`config.mk`:
```
export PLATFORM = sky130hd
export DESIGN_NAME = ex_mem_latch_flat
export DESIGN_NICKNAME = d
export VERILOG_FILES = /design/src/rtl/ex_mem_latch_pkg.sv /design/src/rtl/ex_mem_latch_if.sv /design/src/rtl/ex_mem_latch_flag_reg.sv /design/src/rtl/ex_mem_latch.sv /design/src/flat_wrapper.sv
export SDC_FILE = /design/constraint.sdc
export NUM_CORES = 1
export LEC_CHECK = 0
export ABC_AREA = 1
export BUFFER_PORTS_ARGS = -buffer_cell sky130_fd_sc_hd__buf_2
export CAP_MARGIN = 20
export CORE_MARGIN = 8
export CORE_UTILIZATION = 40
export CTS_CLUSTER_SIZE = 8
export DETAILED_ROUTE_END_ITERATION = 8
export HOLD_SLACK_MARGIN = 0.08
export PLACE_DENSITY = 0.74
export SYNTH_ARGS = -nofsm -noshare
export SYNTH_HDL_FRONTEND = slang
export SYNTH_HIERARCHICAL = 1
export SYNTH_SLANG_ARGS = --single-unit
```
`constraint.sdc`:
```
create_clock -name clk -period 1.33 [get_ports clk]
set_input_delay 0.0665 -clock clk [delete_from_list [all_inputs] [get_ports clk]]
set_output_delay 0.0665 -clock clk [all_outputs]
set_load 0.02 [all_outputs]
```
`src/rtl/ex_mem_latch_pkg.sv`:
```
// Shared widths and flag-bit layout for the EX/MEM pipeline latch.
package ex_mem_latch_pkg;

  localparam int unsigned DW = 32;
  localparam int unsigned RW = 5;
  localparam int unsigned FW = 4;

  localparam int unsigned FLAG_N = 3;
  localparam int unsigned FLAG_Z = 2;
  localparam int unsigned FLAG_C = 1;
  localparam int unsigned FLAG_O = 0;

  // Packs individual ALU flags into the architectural {n,z,c,o} layout.
  function automatic logic [FW-1:0] pack_flags(input logic n, input logic z,
                                               input logic c, input logic o);
    logic [FW-1:0] f;
    f         = '0;
    f[FLAG_N] = n;
    f[FLAG_Z] = z;
    f[FLAG_C] = c;
    f[FLAG_O] = o;
    return f;
  endfunction

endpackage

```
`src/rtl/ex_mem_latch_if.sv`:
```
// EX-side inputs and MEM-side outputs of the EX/MEM latch; the EX stage is master.
interface ex_mem_latch_if #(
  parameter int unsigned DW = ex_mem_latch_pkg::DW,
  parameter int unsigned RW = ex_mem_latch_pkg::RW
);
  logic          exValid;
  logic [DW-1:0] busALU;
  logic          zALU;
  logic          nALU;
  logic          cALU;
  logic          oALU;
  logic [DW-1:0] busB;
  logic [RW-1:0] rdEX;
  logic          regWrEX;
  logic          memRdEX;
  logic          memWrEX;
  logic          setFlagsEX;
  logic          stall;
  logic          flush;
  logic          clrSticky;

  logic          memValid;
  logic [DW-1:0] busMEM;
  logic [DW-1:0] busStore;
  logic [RW-1:0] rdMEM;
  logic          regWrMEM;
  logic          memRdMEM;
  logic          memWrMEM;
  logic [3:0]    flags;
  logic          stickyO;
  logic          fwdValid;

  modport master (
    output exValid, busALU, zALU, nALU, cALU, oALU, busB, rdEX,
           regWrEX, memRdEX, memWrEX, setFlagsEX, stall, flush, clrSticky,
    input  memValid, busMEM, busStore, rdMEM, regWrMEM, memRdMEM, memWrMEM,
           flags, stickyO, fwdValid
  );

  modport slave (
    input  exValid, busALU, zALU, nALU, cALU, oALU, busB, rdEX,
           regWrEX, memRdEX, memWrEX, setFlagsEX, stall, flush, clrSticky,
    output memValid, busMEM, busStore, rdMEM, regWrMEM, memRdMEM, memWrMEM,
           flags, stickyO, fwdValid
  );
endinterface

```
`src/rtl/ex_mem_latch_flag_reg.sv`:
```
// Architectural {n,z,c,o} flag register plus the sticky overflow bit.
module flag_reg
  import ex_mem_latch_pkg::*;
(
  input  logic          clk,
  input  logic          reset,
  input  logic          commit_i,
  input  logic          n_i,
  input  logic          z_i,
  input  logic          c_i,
  input  logic          o_i,
  input  logic          clr_sticky_i,
  output logic [FW-1:0] flags_o,
  output logic          sticky_o
);

  logic [FW-1:0] flags_d, flags_q;
  logic          sticky_d, sticky_q;

  // A committed overflow takes priority over a coincident clear.
  always_comb begin
    flags_d  = flags_q;
    sticky_d = sticky_q;
    if (clr_sticky_i) sticky_d = 1'b0;
    if (commit_i) begin
      flags_d = pack_flags(n_i, z_i, c_i, o_i);
      if (o_i) sticky_d = 1'b1;
    end
  end

  always_ff @(posedge clk) begin
    if (reset) begin
      flags_q  <= '0;
      sticky_q <= 1'b0;
    end else begin
      flags_q  <= flags_d;
      sticky_q <= sticky_d;
    end
  end

  assign flags_o  = flags_q;
  assign sticky_o = sticky_q;

endmodule

```
`src/rtl/ex_mem_latch.sv`:
```
// EX/MEM pipeline register with stall/flush control and the architectural flag state.
module ex_mem_latch
  import ex_mem_latch_pkg::*;
#(
  parameter int unsigned DW = ex_mem_latch_pkg::DW,
  parameter int unsigned RW = ex_mem_latch_pkg::RW
) (
  input logic            clk,
  input logic            reset,
  ex_mem_latch_if.slave  bus
);

  logic          valid_d, valid_q;
  logic [DW-1:0] res_d, res_q;
  logic [DW-1:0] store_d, store_q;
  logic [RW-1:0] rd_d, rd_q;
  logic          regwr_d, regwr_q;
  logic          memrd_d, memrd_q;
  logic          memwr_d, memwr_q;

  logic          load_c;
  logic          commit_c;
  logic          clr_c;
  logic [FW-1:0] flags_w;
  logic          sticky_w;

  assign load_c   = !bus.stall && !bus.flush;
  assign commit_c = load_c && bus.exValid && bus.setFlagsEX;
  // A plain stall freezes the sticky bit as well.
  assign clr_c    = bus.clrSticky && !(bus.stall && !bus.flush);

  // Flush drops the instruction but leaves data fields as they were.
  always_comb begin
    valid_d = valid_q;
    res_d   = res_q;
    store_d = store_q;
    rd_d    = rd_q;
    regwr_d = regwr_q;
    memrd_d = memrd_q;
    memwr_d = memwr_q;
    if (bus.flush) begin
      valid_d = 1'b0;
      regwr_d = 1'b0;
      memrd_d = 1'b0;
      memwr_d = 1'b0;
    end else if (!bus.stall) begin
      valid_d = bus.exValid;
      res_d   = bus.busALU;
      store_d = bus.busB;
      rd_d    = bus.rdEX;
      regwr_d = bus.exValid && bus.regWrEX;
      memrd_d = bus.exValid && bus.memRdEX;
      memwr_d = bus.exValid && bus.memWrEX;
    end
  end

  always_ff @(posedge clk) begin
    if (reset) begin
      valid_q <= 1'b0;
      res_q   <= '0;
      store_q <= '0;
      rd_q    <= '0;
      regwr_q <= 1'b0;
      memrd_q <= 1'b0;
      memwr_q <= 1'b0;
    end else begin
      valid_q <= valid_d;
      res_q   <= res_d;
      store_q <= store_d;
      rd_q    <= rd_d;
      regwr_q <= regwr_d;
      memrd_q <= memrd_d;
      memwr_q <= memwr_d;
    end
  end

  flag_reg u_flag_reg (
    .clk          (clk),
    .reset        (reset),
    .commit_i     (commit_c),
    .n_i          (bus.nALU),
    .z_i          (bus.zALU),
    .c_i          (bus.cALU),
    .o_i          (bus.oALU),
    .clr_sticky_i (clr_c),
    .flags_o      (flags_w),
    .sticky_o     (sticky_w)
  );

  assign bus.memValid = valid_q;
  assign bus.busMEM   = res_q;
  assign bus.busStore = store_q;
  assign bus.rdMEM    = rd_q;
  assign bus.regWrMEM = valid_q && regwr_q;
  assign bus.memRdMEM = valid_q && memrd_q;
  assign bus.memWrMEM = valid_q && memwr_q;
  assign bus.flags    = flags_w;
  assign bus.stickyO  = sticky_w;
  assign bus.fwdValid = valid_q && regwr_q && (rd_q != '0);

endmodule

```
`src/flat_wrapper.sv`:
```
// flat-port wrapper written by rule: the top's interface ports become plain ports
module ex_mem_latch_flat import ex_mem_latch_pkg::*;
#(
  parameter int unsigned DW = ex_mem_latch_pkg::DW,
  parameter int unsigned RW = ex_mem_latch_pkg::RW
)
  (clk, reset, bus_exValid, bus_busALU, bus_zALU, bus_nALU, bus_cALU, bus_oALU, bus_busB, bus_rdEX, bus_regWrEX, bus_memRdEX, bus_memWrEX, bus_setFlagsEX, bus_stall, bus_flush, bus_clrSticky, bus_memValid, bus_busMEM, bus_busStore, bus_rdMEM, bus_regWrMEM, bus_memRdMEM, bus_memWrMEM, bus_flags, bus_stickyO, bus_fwdValid);
  ex_mem_latch_if #(.DW(DW), .RW(RW)) bus_i ();
  input logic clk;
  input logic reset;
  input wire logic [$bits(bus_i.exValid)-1:0] bus_exValid;
  input wire logic [$bits(bus_i.busALU)-1:0] bus_busALU;
  input wire logic [$bits(bus_i.zALU)-1:0] bus_zALU;
  input wire logic [$bits(bus_i.nALU)-1:0] bus_nALU;
  input wire logic [$bits(bus_i.cALU)-1:0] bus_cALU;
  input wire logic [$bits(bus_i.oALU)-1:0] bus_oALU;
  input wire logic [$bits(bus_i.busB)-1:0] bus_busB;
  input wire logic [$bits(bus_i.rdEX)-1:0] bus_rdEX;
  input wire logic [$bits(bus_i.regWrEX)-1:0] bus_regWrEX;
  input wire logic [$bits(bus_i.memRdEX)-1:0] bus_memRdEX;
  input wire logic [$bits(bus_i.memWrEX)-1:0] bus_memWrEX;
  input wire logic [$bits(bus_i.setFlagsEX)-1:0] bus_setFlagsEX;
  input wire logic [$bits(bus_i.stall)-1:0] bus_stall;
  input wire logic [$bits(bus_i.flush)-1:0] bus_flush;
  input wire logic [$bits(bus_i.clrSticky)-1:0] bus_clrSticky;
  output wire logic [$bits(bus_i.memValid)-1:0] bus_memValid;
  output wire logic [$bits(bus_i.busMEM)-1:0] bus_busMEM;
  output wire logic [$bits(bus_i.busStore)-1:0] bus_busStore;
  output wire logic [$bits(bus_i.rdMEM)-1:0] bus_rdMEM;
  output wire logic [$bits(bus_i.regWrMEM)-1:0] bus_regWrMEM;
  output wire logic [$bits(bus_i.memRdMEM)-1:0] bus_memRdMEM;
  output wire logic [$bits(bus_i.memWrMEM)-1:0] bus_memWrMEM;
  output wire logic [$bits(bus_i.flags)-1:0] bus_flags;
  output wire logic [$bits(bus_i.stickyO)-1:0] bus_stickyO;
  output wire logic [$bits(bus_i.fwdValid)-1:0] bus_fwdValid;
  assign bus_i.exValid = bus_exValid;
  assign bus_i.busALU = bus_busALU;
  assign bus_i.zALU = bus_zALU;
  assign bus_i.nALU = bus_nALU;
  assign bus_i.cALU = bus_cALU;
  assign bus_i.oALU = bus_oALU;
  assign bus_i.busB = bus_busB;
  assign bus_i.rdEX = bus_rdEX;
  assign bus_i.regWrEX = bus_regWrEX;
  assign bus_i.memRdEX = bus_memRdEX;
  assign bus_i.memWrEX = bus_memWrEX;
  assign bus_i.setFlagsEX = bus_setFlagsEX;
  assign bus_i.stall = bus_stall;
  assign bus_i.flush = bus_flush;
  assign bus_i.clrSticky = bus_clrSticky;
  assign bus_memValid = bus_i.memValid;
  assign bus_busMEM = bus_i.busMEM;
  assign bus_busStore = bus_i.busStore;
  assign bus_rdMEM = bus_i.rdMEM;
  assign bus_regWrMEM = bus_i.regWrMEM;
  assign bus_memRdMEM = bus_i.memRdMEM;
  assign bus_memWrMEM = bus_i.memWrMEM;
  assign bus_flags = bus_i.flags;
  assign bus_stickyO = bus_i.stickyO;
  assign bus_fwdValid = bus_i.fwdValid;
  ex_mem_latch #(.DW(DW), .RW(RW)) u_core (.clk(clk), .reset(reset), .bus(bus_i));
endmodule
```
-- Word level (Yosys, flattened, before mapping)
Cells that the tools add are included.
- word-level logic and storage cells: 32
- register bits after elaboration: 78
- output and inout bits: 79
- input bits: 83
- bitwise operators: 2
- multiplexer cells: 3
- reductions and logical operators: 18
- operators by type and width (cell ; count):
    logical AND 1 bit ; 12
    nonzero test 5 bit ; 1
    logical NOT 1 bit ; 3
    2-to-1 mux 1 bit ; 3
    NOT 1 bit ; 2
    AND reduction 2 bit ; 1
    OR reduction 2 bit ; 1

-- Longest topological paths before layout
Gate-level depths: netlist of the first run.
- word-level depth: 7
- depth in mapped cells: 6
- gate-level depth less buffers: 6

-- By module
Netlist of the first run, hierarchy kept.
- modules (own cells, without submodules) (module ; seq. area each (µm²) ; area an instance (µm²) ; cells each ; instances):
    ex_mem_latch ; 1461.4 ; 3056.7 ; 472 ; 1
    flag_reg ; 100.1 ; 170.2 ; 22 ; 1

-- Worst setup path after synthesis of the first run
Ideal clock, no wire load.
- path kind: reg2out
- start point: register u_core.valid_q, in the netlist u_core/bus.memValid
- end point: output bus_fwdValid
- slack: 337 ps
- stages on the path, launching flop included: 5
- required time: 1263 ps
- arrival time: 926 ps
- cells stage by stage: dfxtp_1 nand2_1 inv_1 nand2_1 inv_1
- longest elaborated chain between the ends: 2
- RTL lines (what ; RTL line ; text):
    start: declaration ; ex_mem_latch.sv:13 ; logic valid_d, valid_q;
    start signal: assignment ; ex_mem_latch.sv:67 ; valid_q <= valid_d;
    logical AND 1 bit ; - ;
    named net bus_regWrMEM ; flat_wrapper.sv:30 ; output wire logic [$bits(bus_i.regWrMEM)-1:0] bus_regWrMEM;
    logical AND 1 bit ; ex_mem_latch.sv:99 ; assign bus.fwdValid = valid_q && regwr_q && (rd_q != '0);
    end: declaration ; flat_wrapper.sv:35 ; output wire logic [$bits(bus_i.fwdValid)-1:0] bus_fwdValid;
The timed path passes the listed nets, and every way through them passes these cells.

-- Worst setup path in the final report of the first run
- start point: input bus_regWrEX
- end point: register u_core.regwr_q
- longest elaborated chain between the ends: 1
- RTL lines (what ; RTL line ; text):
    start: declaration ; flat_wrapper.sv:19 ; input wire logic [$bits(bus_i.regWrEX)-1:0] bus_regWrEX;
    logical AND 1 bit ; ex_mem_latch.sv:51 ; regwr_d = bus.exValid && bus.regWrEX;
    end signal: assignment ; ex_mem_latch.sv:71 ; regwr_q <= regwr_d;
    end: declaration ; ex_mem_latch.sv:17 ; logic regwr_d, regwr_q;
Every way passes these cells.
A chain may end at the register's enable or synchronous reset.

==> qor.yml, run 1 <==
logic_synthesis:
  netlist_area_um2: 3227
  synth_seq_cells: 78
  synth_flop_cell: "dfxtp_1"
  synth_fp_nets: 577
  synthCells: 494
  avgSynthCellArea_um2: 6.532
  synthArstFlopShare: 0
  synth_most_common_cell: "nand2_1"
  yosysSeqAreaShare: 0.4839
  synth_edf_count: 0
  synthTopCellsByArea: "dfxtp_1, nand2_1, nor2_1, inv_1, buf_6"
  yosys-top-cells-count: "nand2_1, nor2_1, inv_1, dfxtp_1"
  ys_warn_count: 6
  synth_top_area_frac: 0.4839
  yosysTopAreaCell: "dfxtp_1"
  synth_cell_types: 14
finish:
  layout.cells.non_filler: 843
  drive_gt1_frac: 0.2503
  syn_to_final_growth_pct: 59.33
  design_area_um2: 5141
  final_nets: 818
critical_path:
  required_ns: 1.60
  r2r-end: "u_core/u_flag_reg/sticky_o$_SDFF_PP0_"
  r2r-start: "u_core/u_flag_reg/sticky_o$_SDFF_PP0_"
  cp-start-kind: "primary input"
  cp-end-kind: "register"
  cp.arrival_ns: 1.53
  regToRegSetupSlack_ns: 0.23
  r2r_cells: 3
  crit_type: "in -> reg"
  cp_max_fo: 1
clocking:
  cts_buffers: 9
  cts_root_buffer: "clkbuf_8"
  cts_setup_buffers: 0
  clk_latency_ns: 0.33
  clk_path_buf_depth: 2
  clkSinkCount: 78
  htreeDepth: 3
  clkSlewWorstSetupHoldPaths_ns: 0.08
  cts_tree: "built"
timing:
  setup_viol: 0
  setup_slack_ns: 0.06935
  fin_worst_skew_ns: 0
  hold_viol_final: 0
  fmax_ghz: 0.7932
  rsz0062_at_grt: "no"
  maxSlewHeadroom: 0.7926
  slew_viol_final: 0
  setup-tns-final_ns: 0
  period_minus_slack_ns: 1.261
  min_period_over_period: 0.9479
  tightest_slew_ns: 0.3104
power:
  ir_drop_uv: 594.0
  leakage_nw: 2.914
  p_per_area_nw_per_um2: 1068
  p_total_w: 0.005491
global_routing:
  antenna_found_initial: 2
  track_usage: 0.1864
  grt_max_degree: 50
  grt_pass1_wl_mm: 17.33
  gr-total-overflow: 0
  grt_pass1_vias: 3721
place:
  gp_congestion: 0.8232
  pre_cts_slack_ns: 0.2397
  hpwl_mm: 6.492
  dp.cells: 743
  port-buffer-count: 161
  placed_cell_area_um2: 4099
die:
  core_area_um2: 7767
  die_w_um: 105.8
  core.rowCount: 32
  dieArea_um2: 11200
  ioPinCount: 162
  die_y_um: 105.8
  initial_core_util: 0.4154
outcome:
  status: "finished, final reports clean"
worst_hold_path:
  min-delay-start: "bus_flush"
  hold_end: "u_core/bus.busMEM[22]$_SDFFE_PP0P_"
  hold_path_class: "in -> reg"
  hold_path_depth: 4
route:
  vias_per_cell: 4.291
  dr.pass1.iters: 4
  postRouteAntennaNets: 0
  wirelength_mm: 10.45
  drc: 0
  wl_per_cell_um: 12.39
  drtIter0Drc: 100
  vias: 3617
run:
  cap_viol_max_count: 0
## cell type report
type	count	area (um^2)
antenna	2	5.005
inverter	80	300.3
sequential	78	1562
tap	102	127.6
fill	652	2626
timing repair buffer	252	1734
multi-input combinational	314	1209
clock inverter	4	72.57
clock buffer	11	131.4
## worst max path at each step
stage	end	start	cells after the start	slack, ns
after floorplan	bus_fwdValid	u_core/bus.memValid$_SDFFE_PP0N_	4	0.34
after global placement	u_core/bus.busMEM[0]$_SDFFE_PP0P_	bus_stall	6	0.28
after detailed placement	u_core/bus.busMEM[9]$_SDFFE_PP0P_	bus_stall	6	0.24
after CTS	bus_fwdValid	u_core/bus.memValid$_SDFFE_PP0N_	5	0.12
after global routing	u_core/memwr_q$_SDFFE_PP0N_	bus_memWrEX	5	0.05
final	u_core/regwr_q$_SDFFE_PP0N_	bus_regWrEX	5	0.07
## where the power goes
part	internal (W)	total [W]	switching (W)	leakage [nW]
clock network	0.00105	0.00184	0.000795	0.0994
logic	0.000499	0.00109	0.000592	2.17
registers	0.00248	0.00256	0.0000793	0.643
total	0.00403	0.00549	0.00147	2.91
## logic make-up after synthesis
family	count (synthesis)	synth area share
simple gates	304	0.3560
compound gates	10	0.01629
buf+inv	102	0.1439
flops	78	0.4839
## placed cells by master (no fill, tap or decap)
cell / netlist / routed
a21boi_0: 1 / 1
a21oi_1: 6 / 6
buf_12: 0 / 3
buf_2: 2 / 161
buf_4: 7 / 5
bufinv_16: 0 / 2
clkbuf_1: 6 / 2
clkbuf_8: 0 / 9
clkinv_2: 0 / 1
clkinvlp_4: 0 / 1
dfxtp_1: 78 / 78
diode_2: 0 / 2
dlygate4sd3_1: 0 / 83
inv_1: 79 / 79
inv_2: 1 / 1
nand2_1: 152 / 152
nand3_1: 4 / 4
nor2_1: 147 / 146
nor2_2: 1 / 1
nor2_4: 0 / 1
o21ai_0: 3 / 3
## registers in the layout, indices dropped and copies added (netlist names), 4 cells and up
name                       flops
u_core/bus.busStore           32
u_core/bus.busMEM             32
u_core/bus.rdMEM               5
u_core/u_flag_reg/flags_o      4
## repair_timing
item,in CTS,in global routing
endpoints found under the hold margin,78,0
gates resized for setup,0,1
hold buffers,83,0
endpoints found under the setup margin,0,1
## layer usage
metal	routed length [um]	vias up	track usage
met5	0	-	0
met4	348	0	0.1095
met3	829	30	0.05664
met2	5303	146	0.3315
met1	3964	1553	0.1888
li1	-	1888	-
## stage by stage
stage	hold WS (ns)	utilization
after floorplan	0.1356	-
after global placement	0.2843	0.5277
after detailed placement	0.2876	0.5277
after CTS	0.08250	0.6609
after global routing	0.09751	0.6619
final	0.09017	0.6619
## critical path, stage by stage
cell	delay, ns
dlygate4sd3_1	0.56
buf_2	0.11
nand3_1	0.07
dlygate4sd3_1	0.57
a21oi_1	0.14
Note: power is estimated with default switching activity, not from simulation.
==> run 2: changes to the inputs <==
--- a/config.mk
+++ b/config.mk
@@ -5,13 +5,14 @@
 export SDC_FILE = /design/constraint.sdc
 export NUM_CORES = 1
 export LEC_CHECK = 0
-export ABC_AREA = 1
 export BUFFER_PORTS_ARGS = -buffer_cell sky130_fd_sc_hd__buf_2
 export CAP_MARGIN = 20
 export CORE_MARGIN = 8
 export CORE_UTILIZATION = 40
+export CTS_CLUSTER_DIAMETER = 120
 export CTS_CLUSTER_SIZE = 8
 export DETAILED_ROUTE_END_ITERATION = 8
+export GPL_ROUTABILITY_DRIVEN = 0
 export HOLD_SLACK_MARGIN = 0.08
 export PLACE_DENSITY = 0.74
 export SYNTH_ARGS = -nofsm -noshare
==> qor.yml, run 2 <==
run:
  cap_viol_max_count: 0  # unchanged
logic_synthesis:
  yosysTopAreaCell: "dfxtp_1"
  ys_warn_count: 6  # unchanged
  synth_cell_types: 24  # +10
  synthAdderAreaFrac: 0  # unchanged
  synth_flop_cell: "dfxtp_1"
  synth_edf_count: 0  # unchanged
  synthCells: 356  # -28%
  synth_compound_area_frac: 0.2220  # +0.2057
  synthTopCellsByArea: "dfxtp_1, or3b_1, a21oi_1, o21ai_1, o21ai_0"
  synth_top_family_by_area: "compound AO/OA/AOI/OAI gates"
  synth_mux_area_frac: 0.01210  # +0.01210
  yosys-top-cells-count: "dfxtp_1, a21oi_1, or3b_1, o21ai_1, o21ai_0"
  synth_most_common_cell: "dfxtp_1"
  synth-xor-area-share: 0  # unchanged
  synthArstFlopShare: 0  # unchanged
  synth_fp_nets: 439  # -24%
  avgSynthCellArea_um2: 9.293  # +42%
  yosysSeqAreaShare: 0.4720  # -0.01190
  synth_seq_cells: 78  # unchanged
  netlist_area_um2: 3308  # +2.5%
  synth_top_area_frac: 0.4720  # -0.01190
  synth-simple-area-share: 0.2175  # -0.1385
die:
  die_w_um: 106.9  # +1.1%
  dieArea_um2: 11440  # +2.1%
  core_area_um2: 8134  # +4.7%
  ioPinCount: 162  # unchanged
  die_y_um: 106.9  # +1.1%
  core.rowCount: 33  # +3.1%
  initial_core_util: 0.4067  # -0.008725
global_routing:
  antenna_found_initial: 0  # -2
  grt_max_degree: 70  # +40%
  grt_pass1_wl_mm: 17.19  # -0.76%
  gr-total-overflow: 0  # unchanged
  track_usage: 0.1837  # -0.002701
  grt_pass1_vias: 3480  # -6.5%
route:
  wl_per_cell_um: 15.14  # +22%
  vias_per_cell: 4.923  # +15%
  vias: 3387  # -6.4%
  drc: 0  # unchanged
  dr.pass1.iters: 4  # unchanged
  wirelength_mm: 10.41  # -0.31%
  drtIter0Drc: 107  # +7.0%
  postRouteAntennaNets: 0  # unchanged
finish:
  nFillCells: 635  # -2.6%
  syn_to_final_growth_pct: 56.05
  layout.cells.non_filler: 688  # -18%
  most-common-layout-cells: "buf_2, dlygate4sd3_1, dfxtp_1"
  layout_commonest_cell: "buf_2"
  seqCellArea_um2: 1563  # about the same
  final_nets: 663  # -19%
  multi_input_area_um2: 1501  # +24%
  utilization: 0.6347  # -0.02722
  drive_gt1_frac: 0.3259  # +0.07556
  design_area_um2: 5162  # +0.41%
  antenna_cells: 0  # -2
place:
  hpwl_mm: 6.444  # -0.74%
  placed_cell_area_um2: 4114  # +0.37%
  port-buffer-count: 161  # unchanged
  dp.cells: 592  # -20%
clocking:
  clkSinkCount: 78  # unchanged
  clkSlewWorstSetupHoldPaths_ns: 0.07  # about the same
  htreeDepth: 3  # unchanged
  cts_root_buffer: "clkbuf_8"
  cts_buffers: 9  # unchanged
  cts_setup_buffers: 0  # unchanged
  cts_tree: "built"
  clk_path_buf_depth: 2  # unchanged
  clk_latency_ns: 0.34  # about the same
critical_path:
  required_ns: 1.26  # -0.34 ns
  cp-end-kind: "output port"
  cp.arrival_ns: 1.55  # +0.02 ns
  cp-start-kind: "register"
  crit_type: "reg -> out"
  cp_max_fo: 3  # +2
outcome:
  status: "finished, violations left"
  violations: "setup timing"
timing:
  slew_viol_final: 0  # unchanged
  min_period_over_period: 1.213  # +0.2648
  period_minus_slack_ns: 1.613  # +0.3522 ns
  fmax_ghz: 0.6200  # -22%
  setup_viol: 1  # +1
  maxSlewHeadroom: 0.7214  # -0.07113
  rsz0062_at_grt: "yes"
  fin_worst_skew_ns: 0  # unchanged
  setup-tns-final_ns: -0.2829  # -0.2829 ns
  hold_viol_final: 0  # unchanged
  tightest_slew_ns: 0.4178  # +0.1074 ns
  setup_slack_ns: -0.2829  # -0.3522 ns
power:
  ir_drop_uv: 562.9  # -5.2%
  leakage_nw: 2.262  # -22%
  p_per_area_nw_per_um2: 1028  # -3.8%
  p_total_w: 0.005306  # -3.4%
worst_hold_path:
  hold_path_class: "in -> reg"
-- run 2: cell types whose count changed after synthesis, moves of 6 or more --
cell      previous run  this run
a21oi_1              6        73
buf_2                2         8
buf_4                7         1
clkbuf_1             6        18
inv_1               79         1
nand2_1            152         4
nor2_1             147         4
o21ai_0              3        26
o21ai_1              0        43
or3b_1               0        69
-- run 2: cells by family (layout without fill, tap and decap cells) --
| kind of cell | count (synthesis) | count (layout) |
|---|---|---|
| compound gates | 145 | 145 |
| simple gates | 88 | 88 |
| flops | 78 | 78 |
| buf+inv | 41 | 268 |
| mux | 4 | 4 |
-- run 2: metal layers --
metal  wire (um)  track usage  vias to the layer above
met2        5239       0.3091                      118
met5           0            0                        -
met1        4154       0.2035                     1524
met3         834      0.07738                       14
met4         184      0.06432                        0
li1            -            -                     1731
-- run 2: final cells by class --
class / count / area share
sequential: 78 / 0.3027
multi-input combinational: 237 / 0.2908
tap: 105 / 0.02545
clock buffer: 10 / 0.02666
inverter: 1 / 0.0007271
timing repair buffer: 253 / 0.3396
clock inverter: 4 / 0.01406
-- run 2: report_power, final --
group,switching [W],internal (W)
Combinational,0.000455,0.000459
Sequential,0.0000473,0.00244
Clock,0.000825,0.00108
Total,0.00133,0.00398
-- run 2: final timing paths --
kind | startpoint | endpoint | slack (ns) | cells past startpoint
max | u_core/bus.rdMEM[0]$_SDFFE_PP0P_ | bus_fwdValid | -0.28 | 3
min | bus_flush | u_core/bus.busStore[0]$_SDFFE_PP0P_ | 0.12 | 3
max reg2reg | u_core/bus.busStore[16]$_SDFFE_PP0P_ | u_core/bus.busStore[16]$_SDFFE_PP0P_ | 0.61 | 2
min reg2reg | u_core/memwr_q$_SDFFE_PP0N_ | u_core/memwr_q$_SDFFE_PP0N_ | 0.47 | 2
-- run 2: what timing repair did --
| item | in CTS | in global routing |
|---|---|---|
| endpoints found under the hold margin | 78 | 0 |
| pin swaps | 0 | 0 |
| hold buffers | 82 | 0 |
| endpoints found under the setup margin | 1 | 2 |
| gates resized for setup | 4 | 2 |
-- run 2: critical path: stages, from the launching register on --
cell and delay (ns):
dfxtp_2 0.33, or4_4 0.54, o21a_1 0.20, buf_6 0.14
-- run 2: stage by stage --
stage               hold slack [ns]  setup WS [ns]
floorplan                    0.1289         0.1365
global placement             0.2996        0.05859
detailed placement           0.3202        0.03397
CTS                          0.1142        -0.2884
global route                 0.1279        -0.3335
finish                       0.1186        -0.2829
